===== config.mk =====
export PLATFORM = sky130hd
export DESIGN_NAME = uart_tx_ctrl
export DESIGN_NICKNAME = d
export VERILOG_FILES = /design/src/rtl/uart_tx_ctrl.sv
export SDC_FILE = /design/constraint.sdc
export NUM_CORES = 1
export LEC_CHECK = 0
export ABC_AREA = 1
export BUFFER_PORTS_ARGS = -buffer_cell sky130_fd_sc_hd__buf_2
export CAP_MARGIN = 5
export CORE_ASPECT_RATIO = 1.5
export CORE_MARGIN = 2
export CORE_UTILIZATION = 50
export DETAILED_ROUTE_END_ITERATION = 7
export PLACE_DENSITY = 0.69
export SYNTH_ARGS = -nofsm -noshare
export SYNTH_HDL_FRONTEND = slang
export SYNTH_SLANG_ARGS = --single-unit

===== constraint.sdc =====
create_clock -name clk_i -period 3.1 [get_ports clk_i]
set_input_delay 0.465 -clock clk_i [delete_from_list [all_inputs] [get_ports clk_i]]
set_output_delay 0.465 -clock clk_i [all_outputs]
set_load 0.05 [all_outputs]

===== src/rtl/uart_tx_ctrl.sv =====
// UART transmit controller: one frame per accepted word.
// Frame = start bit, DATA_W data bits LSB-first, optional parity, 1 or 2 stop bits.
// Bit time is a latched, runtime-programmable divisor. en_i freezes everything in place.
module uart_tx_ctrl #(
  parameter int DATA_W = 8,
  parameter int DIV_W  = 16
) (
  input  logic              clk_i,
  input  logic              rst_ni,
  input  logic              en_i,
  input  logic [DIV_W-1:0]  baud_div_i,
  input  logic [1:0]        parity_i,
  input  logic              stop2_i,
  input  logic              tx_valid_i,
  input  logic [DATA_W-1:0] tx_data_i,
  output logic              tx_ready_o,
  output logic              tx_o,
  output logic              busy_o,
  output logic              done_o
);

  localparam int BW = $clog2(DATA_W);

  typedef enum logic [2:0] {
    S_IDLE,
    S_START,
    S_DATA,
    S_PARITY,
    S_STOP
  } state_t;

  // Per-frame settings captured at accept; inputs are free to change afterwards.
  // data doubles as the shift register, so bit 0 is always the bit on the line.
  typedef struct packed {
    logic [DATA_W-1:0] data;
    logic [DIV_W-1:0]  div;
    logic              par_en;
    logic              par_bit;
    logic              stop2;
  } frame_t;

  state_t            state_q, state_d;
  frame_t            cfg_q, cfg_d;
  logic [DIV_W-1:0]  baud_q, baud_d;
  logic [BW-1:0]     bit_q, bit_d;

  logic bit_wrap;
  logic last_stop;
  logic accept;

  // div is never zero once latched, so div-1 is the last cycle of a bit.
  assign bit_wrap   = (baud_q == cfg_q.div - DIV_W'(1));
  assign last_stop  = (state_q == S_STOP) && bit_wrap &&
                      (bit_q == (cfg_q.stop2 ? BW'(1) : BW'(0)));

  // Ready in idle or in the very last stop cycle, which gives zero-gap back-to-back frames.
  assign tx_ready_o = en_i & ((state_q == S_IDLE) | last_stop);
  assign accept     = tx_valid_i & tx_ready_o;
  assign done_o     = en_i & last_stop;
  assign busy_o     = (state_q != S_IDLE);

  // State, counters and latched frame settings; reset forces the line idle instantly.
  always_ff @(posedge clk_i or negedge rst_ni) begin
    if (!rst_ni) begin
      state_q   <= S_IDLE;
      baud_q    <= '0;
      bit_q     <= '0;
      cfg_q     <= '0;
      cfg_q.div <= DIV_W'(1);
    end else begin
      state_q <= state_d;
      baud_q  <= baud_d;
      bit_q   <= bit_d;
      cfg_q   <= cfg_d;
    end
  end

  // Next-state, counter advance and line value; nothing moves while en_i is low.
  always_comb begin
    state_d = state_q;
    baud_d  = baud_q;
    bit_d   = bit_q;
    cfg_d   = cfg_q;

    if (en_i) begin
      if (accept) begin
        state_d       = S_START;
        baud_d        = '0;
        bit_d         = '0;
        cfg_d.data    = tx_data_i;
        cfg_d.div     = (baud_div_i == '0) ? DIV_W'(1) : baud_div_i;
        cfg_d.par_en  = (parity_i == 2'b01) || (parity_i == 2'b10);
        cfg_d.par_bit = (parity_i == 2'b10) ? ~^tx_data_i : ^tx_data_i;
        cfg_d.stop2   = stop2_i;
      end else if (state_q != S_IDLE) begin
        if (!bit_wrap) begin
          baud_d = baud_q + DIV_W'(1);
        end else begin
          baud_d = '0;
          unique case (state_q)
            S_START: begin
              state_d = S_DATA;
              bit_d   = '0;
            end
            S_DATA: begin
              cfg_d.data = cfg_q.data >> 1;
              if (bit_q == BW'(DATA_W - 1)) begin
                state_d = cfg_q.par_en ? S_PARITY : S_STOP;
                bit_d   = '0;
              end else begin
                bit_d = bit_q + BW'(1);
              end
            end
            S_PARITY: begin
              state_d = S_STOP;
              bit_d   = '0;
            end
            S_STOP: begin
              if (last_stop) begin
                state_d = S_IDLE;
                bit_d   = '0;
              end else begin
                bit_d = bit_q + BW'(1);
              end
            end
            default: state_d = S_IDLE;
          endcase
        end
      end
    end

    unique case (state_q)
      S_START:  tx_o = 1'b0;
      S_DATA:   tx_o = cfg_q.data[0];
      S_PARITY: tx_o = cfg_q.par_bit;
      default:  tx_o = 1'b1;
    endcase
  end

endmodule

==> results_dict.tcl <==
set metrics [dict create \
    outcome "complete, no violations" \
    postCtsHoldBufs 0 \
    dr.pass1.iters 4 \
    drive_gt1_share_pct 14.4 \
    synth_fa_ha_area_share_pct 1.87 \
    ys_types 40 \
    fillers 621 \
    instances_no_fill 610 \
    clkSinkCount 49 \
    max_slew.worst_pin.slew_ns 1.09 \
    drt-vias-per-instance 5.24 \
    p_clk_share_pct 14.2 \
    cts_max_path_buffers 2 \
    final_util_pct 58.9 \
    ir_worst_vdd_v 0.000588 \
    syn-instance-count 491 \
    die_y_um 104 \
    synth_top_family_by_area "simple AND/OR/NAND/NOR gates" \
    numPortBuffers 34 \
    critPathCaptureType "primary output" \
    totalWireLength_um 8230 \
    drt_iter0_drc 185 \
    post-route-min-period_ns 3.09 \
    yosysTopAreaCell "dfrtp_1" \
    hold_viol 0 \
    yosysSeqAreaShare_pct 36.7 \
    synth_common_cells "183 x nand2_1, 50 x nor2_1, 48 x dfrtp_1, 44 x inv_1, 38 x nand3_1" \
    track_usage_pct 23.8 \
    hpwl_um 6240 \
    powerDensity_nw_per_um2 905 \
    clk-insertion-delay-late_ns 0.32 \
    wire_per_inst_um 13.5 \
    gp_congestion 0.874 \
    grt_antenna_before_repair 0 \
    fp.dieW_um 70.8 \
    switching_share_pct 47.8 \
    report.final.slew_viol_count 0 \
    reg2reg_depth 16 \
    num-nets-final 569 \
    ant_nets 0 \
    synth_ff_type "dfrtp_1" \
    yosysWarningCount 0 \
    grt.overflow.total 0 \
    cts_buffers 5 \
    row_count 36 \
    syn_avg_cell_area_um2 6.81 \
    power_switching_mw 1.65 \
    cts_tree "built" \
    crit_slowest_cell "dfstp_2" \
    core_area_um2 6490 \
    rsz0062_at_grt "yes" \
    syn-num-nets 527 \
    netlist.area_leader.share_pct 35.9 \
    fin_skew_ns 0.00930 \
    slowest_delay_ns 0.58 \
    path_clk_slew_ns 0.09 \
    async_reset_ff_share_pct 100 \
    grt_pass1_vias 3196 \
    relSlewSlack_pct 27.3 \
    max_freq_mhz 324 \
    initial_core_util_pct 51.6 \
    vias 3196 \
    ys_ff_latch 49 \
    pwr-share-seq_pct 31.4 \
    finalCritPeriodShare_pct 99.7 \
    tns_ns 0 \
    hp-class "in -> async" \
    place_worst_setup_slack_ns 0.0881 \
    syn_to_final_growth_pct 14.2 \
    synthesis.area_um2 3340 \
    n_antenna_cell 0 \
    synth_compound_area_share_pct 6.43 \
    maxCapViolCount 0 \
    worstPathRequired_ns 2.63 \
    grt_max_degree 50 \
    htreeDepth 2 \
    path_cells "inv_4 > ha_4 > xor2_1 > nand3_1 > a21oi_1 > nand4_1 > nor3_2 > nand4_1 > nor4b_2 > buf_4" \
    p_leak_nw 2.00 \
    synth-simple-area-share_pct 42.0 \
    worstPathArrival_ns 2.62 \
    hold_ws_ns 0.346 \
    io_pins 35 \
    synthXorXnorAreaFrac_pct 5.76 \
    path_max_fanout 4 \
    comb_power_share_pct 54.4 \
    grt_pass1_wl_um 14100 \
    p_int_mw 1.81 \
    muxShareOfSynthArea_pct 0 \
    die_area_um2 7370 \
    synth_edf_count 0 \
    root_buffer "clkbuf_8" \
    synthTopCellsByArea "dfrtp_1 36%, nand2_1 21%, nand3_1 5.7%" \
    remaining_drc_errors 0 \
    dp_cells 596 \
    synth_most_common_cell "nand2_1" \
    critical_path_class "reg -> out" \
    fin_ws_ns 0.0105 \
    crit_path_start_kind "register" \
    crit_top_cell "nand4_1" \
    setup_viol 0 \
]
kinds of logic (layout without fill, tap and decap cells):
kind of cell | Yosys count | count (layout)
adder cells (fa/ha/maj) | 5 | 5
AND/OR/NAND/NOR | 322 | 322
XOR/XNOR | 22 | 22
flip-flops | 49 | 49
buffers and inverters | 56 | 99
AO/OA/AOI/OAI | 37 | 37
critical path, delay by kind of cell (launching register included):
family,cells,cell delay (ns)
AND/OR/NAND/NOR,5,0.88
XOR/XNOR,1,0.16
flip-flops,1,0.58
adder cells (fa/ha/maj),1,0.26
AO/OA/AOI/OAI,1,0.13
buffers and inverters,2,0.31
sequential cells by signal, indices dropped and copies added, names as in the netlist:
| register | cells |
|---|---|
| cfg_q | 27 |
| baud_q | 16 |
| state_q | 3 |
| bit_q | 3 |
area by class of cell:
cell class	count	area [um^2]	area share (%)
sequential	49	1230	32.1
tap	76	95.1	2.49
timing repair buffer	44	273	7.14
clock inverter	1	30.0	0.786
clock buffer	7	86.3	2.26
inverter	47	179	4.68
multi-input combinational	386	1930	50.5
path summary, 6_finish.rpt:
check	startpoint	to	slack [ns]
setup reg to reg	cfg_q[3]$_DFFE_PN1P_	cfg_q[22]$_DFFE_PN0P_	0.31
hold / removal	rst_ni	cfg_q[24]$_DFFE_PN0P_	0.35
setup / recovery	cfg_q[3]$_DFFE_PN1P_	done_o	0.01
min in group clk_i	baud_div_i[12]	cfg_q[15]$_DFFE_PN0P_	0.35
hold reg to reg	cfg_q[25]$_DFFE_PN0P_	cfg_q[25]$_DFFE_PN0P_	0.48
max in group asynchronous	rst_ni	cfg_q[0]$_DFFE_PN0P_	2.09
what timing repair did:
item | 4_1_cts | 5_1_grt
setup buffers | 0 | 6
gates resized for setup | 1 | 11
setup endpoints to repair | 1 | 32
pin swaps | 0 | 4
through the flow:
stage	area [um^2]	power (mW)
final	3820	3.46
after global routing	3820	3.79
after CTS	3710	3.31
after detailed placement	3590	2.80
after global placement	3590	2.78
after floorplan	3350	2.40
metal layers:
metal	GRT usage [%]	up-vias	wire [um]	share of wire (%)
met5	0	-	0	0
met1	28.4	1458	3410	41
met4	10.5	0	249	3.0
met2	41.1	71	4260	52
li1	-	1647	-	-
met3	4.26	20	320	3.9
cell usage in the layout (no fill, tap or decap), types with 2 or more instances in the layout:
master    count
nor3_1       11
nand2_1     183
buf_4         9
nand3b_1      4
nor3b_1       6
buf_12        2
o21ai_0      16
nor2_2        4
nand4_1       5
xor2_1       13
a21oi_1      10
and3_1        3
xnor2_1       8
inv_2         3
inv_1        43
o21ai_1       2
clkbuf_8      6
ha_1          4
buf_2        33
nand2_2       4
dfrtp_1      48
nor3_2        2
nor2_1       48
o21a_1        2
nor4_1        5
nor2_4        3
nand3_1      38
power groups by stage:
stage,registers [mW],clock network [mW],logic (mW)
floorplan,1.04,0,1.36
finish,1.09,0.490,1.88
detailed placement,1.09,0,1.71
global placement,1.09,0,1.69
global route,1.12,0.529,2.14
CTS,1.08,0.498,1.73
Note: power is estimated with default switching activity, not from simulation.
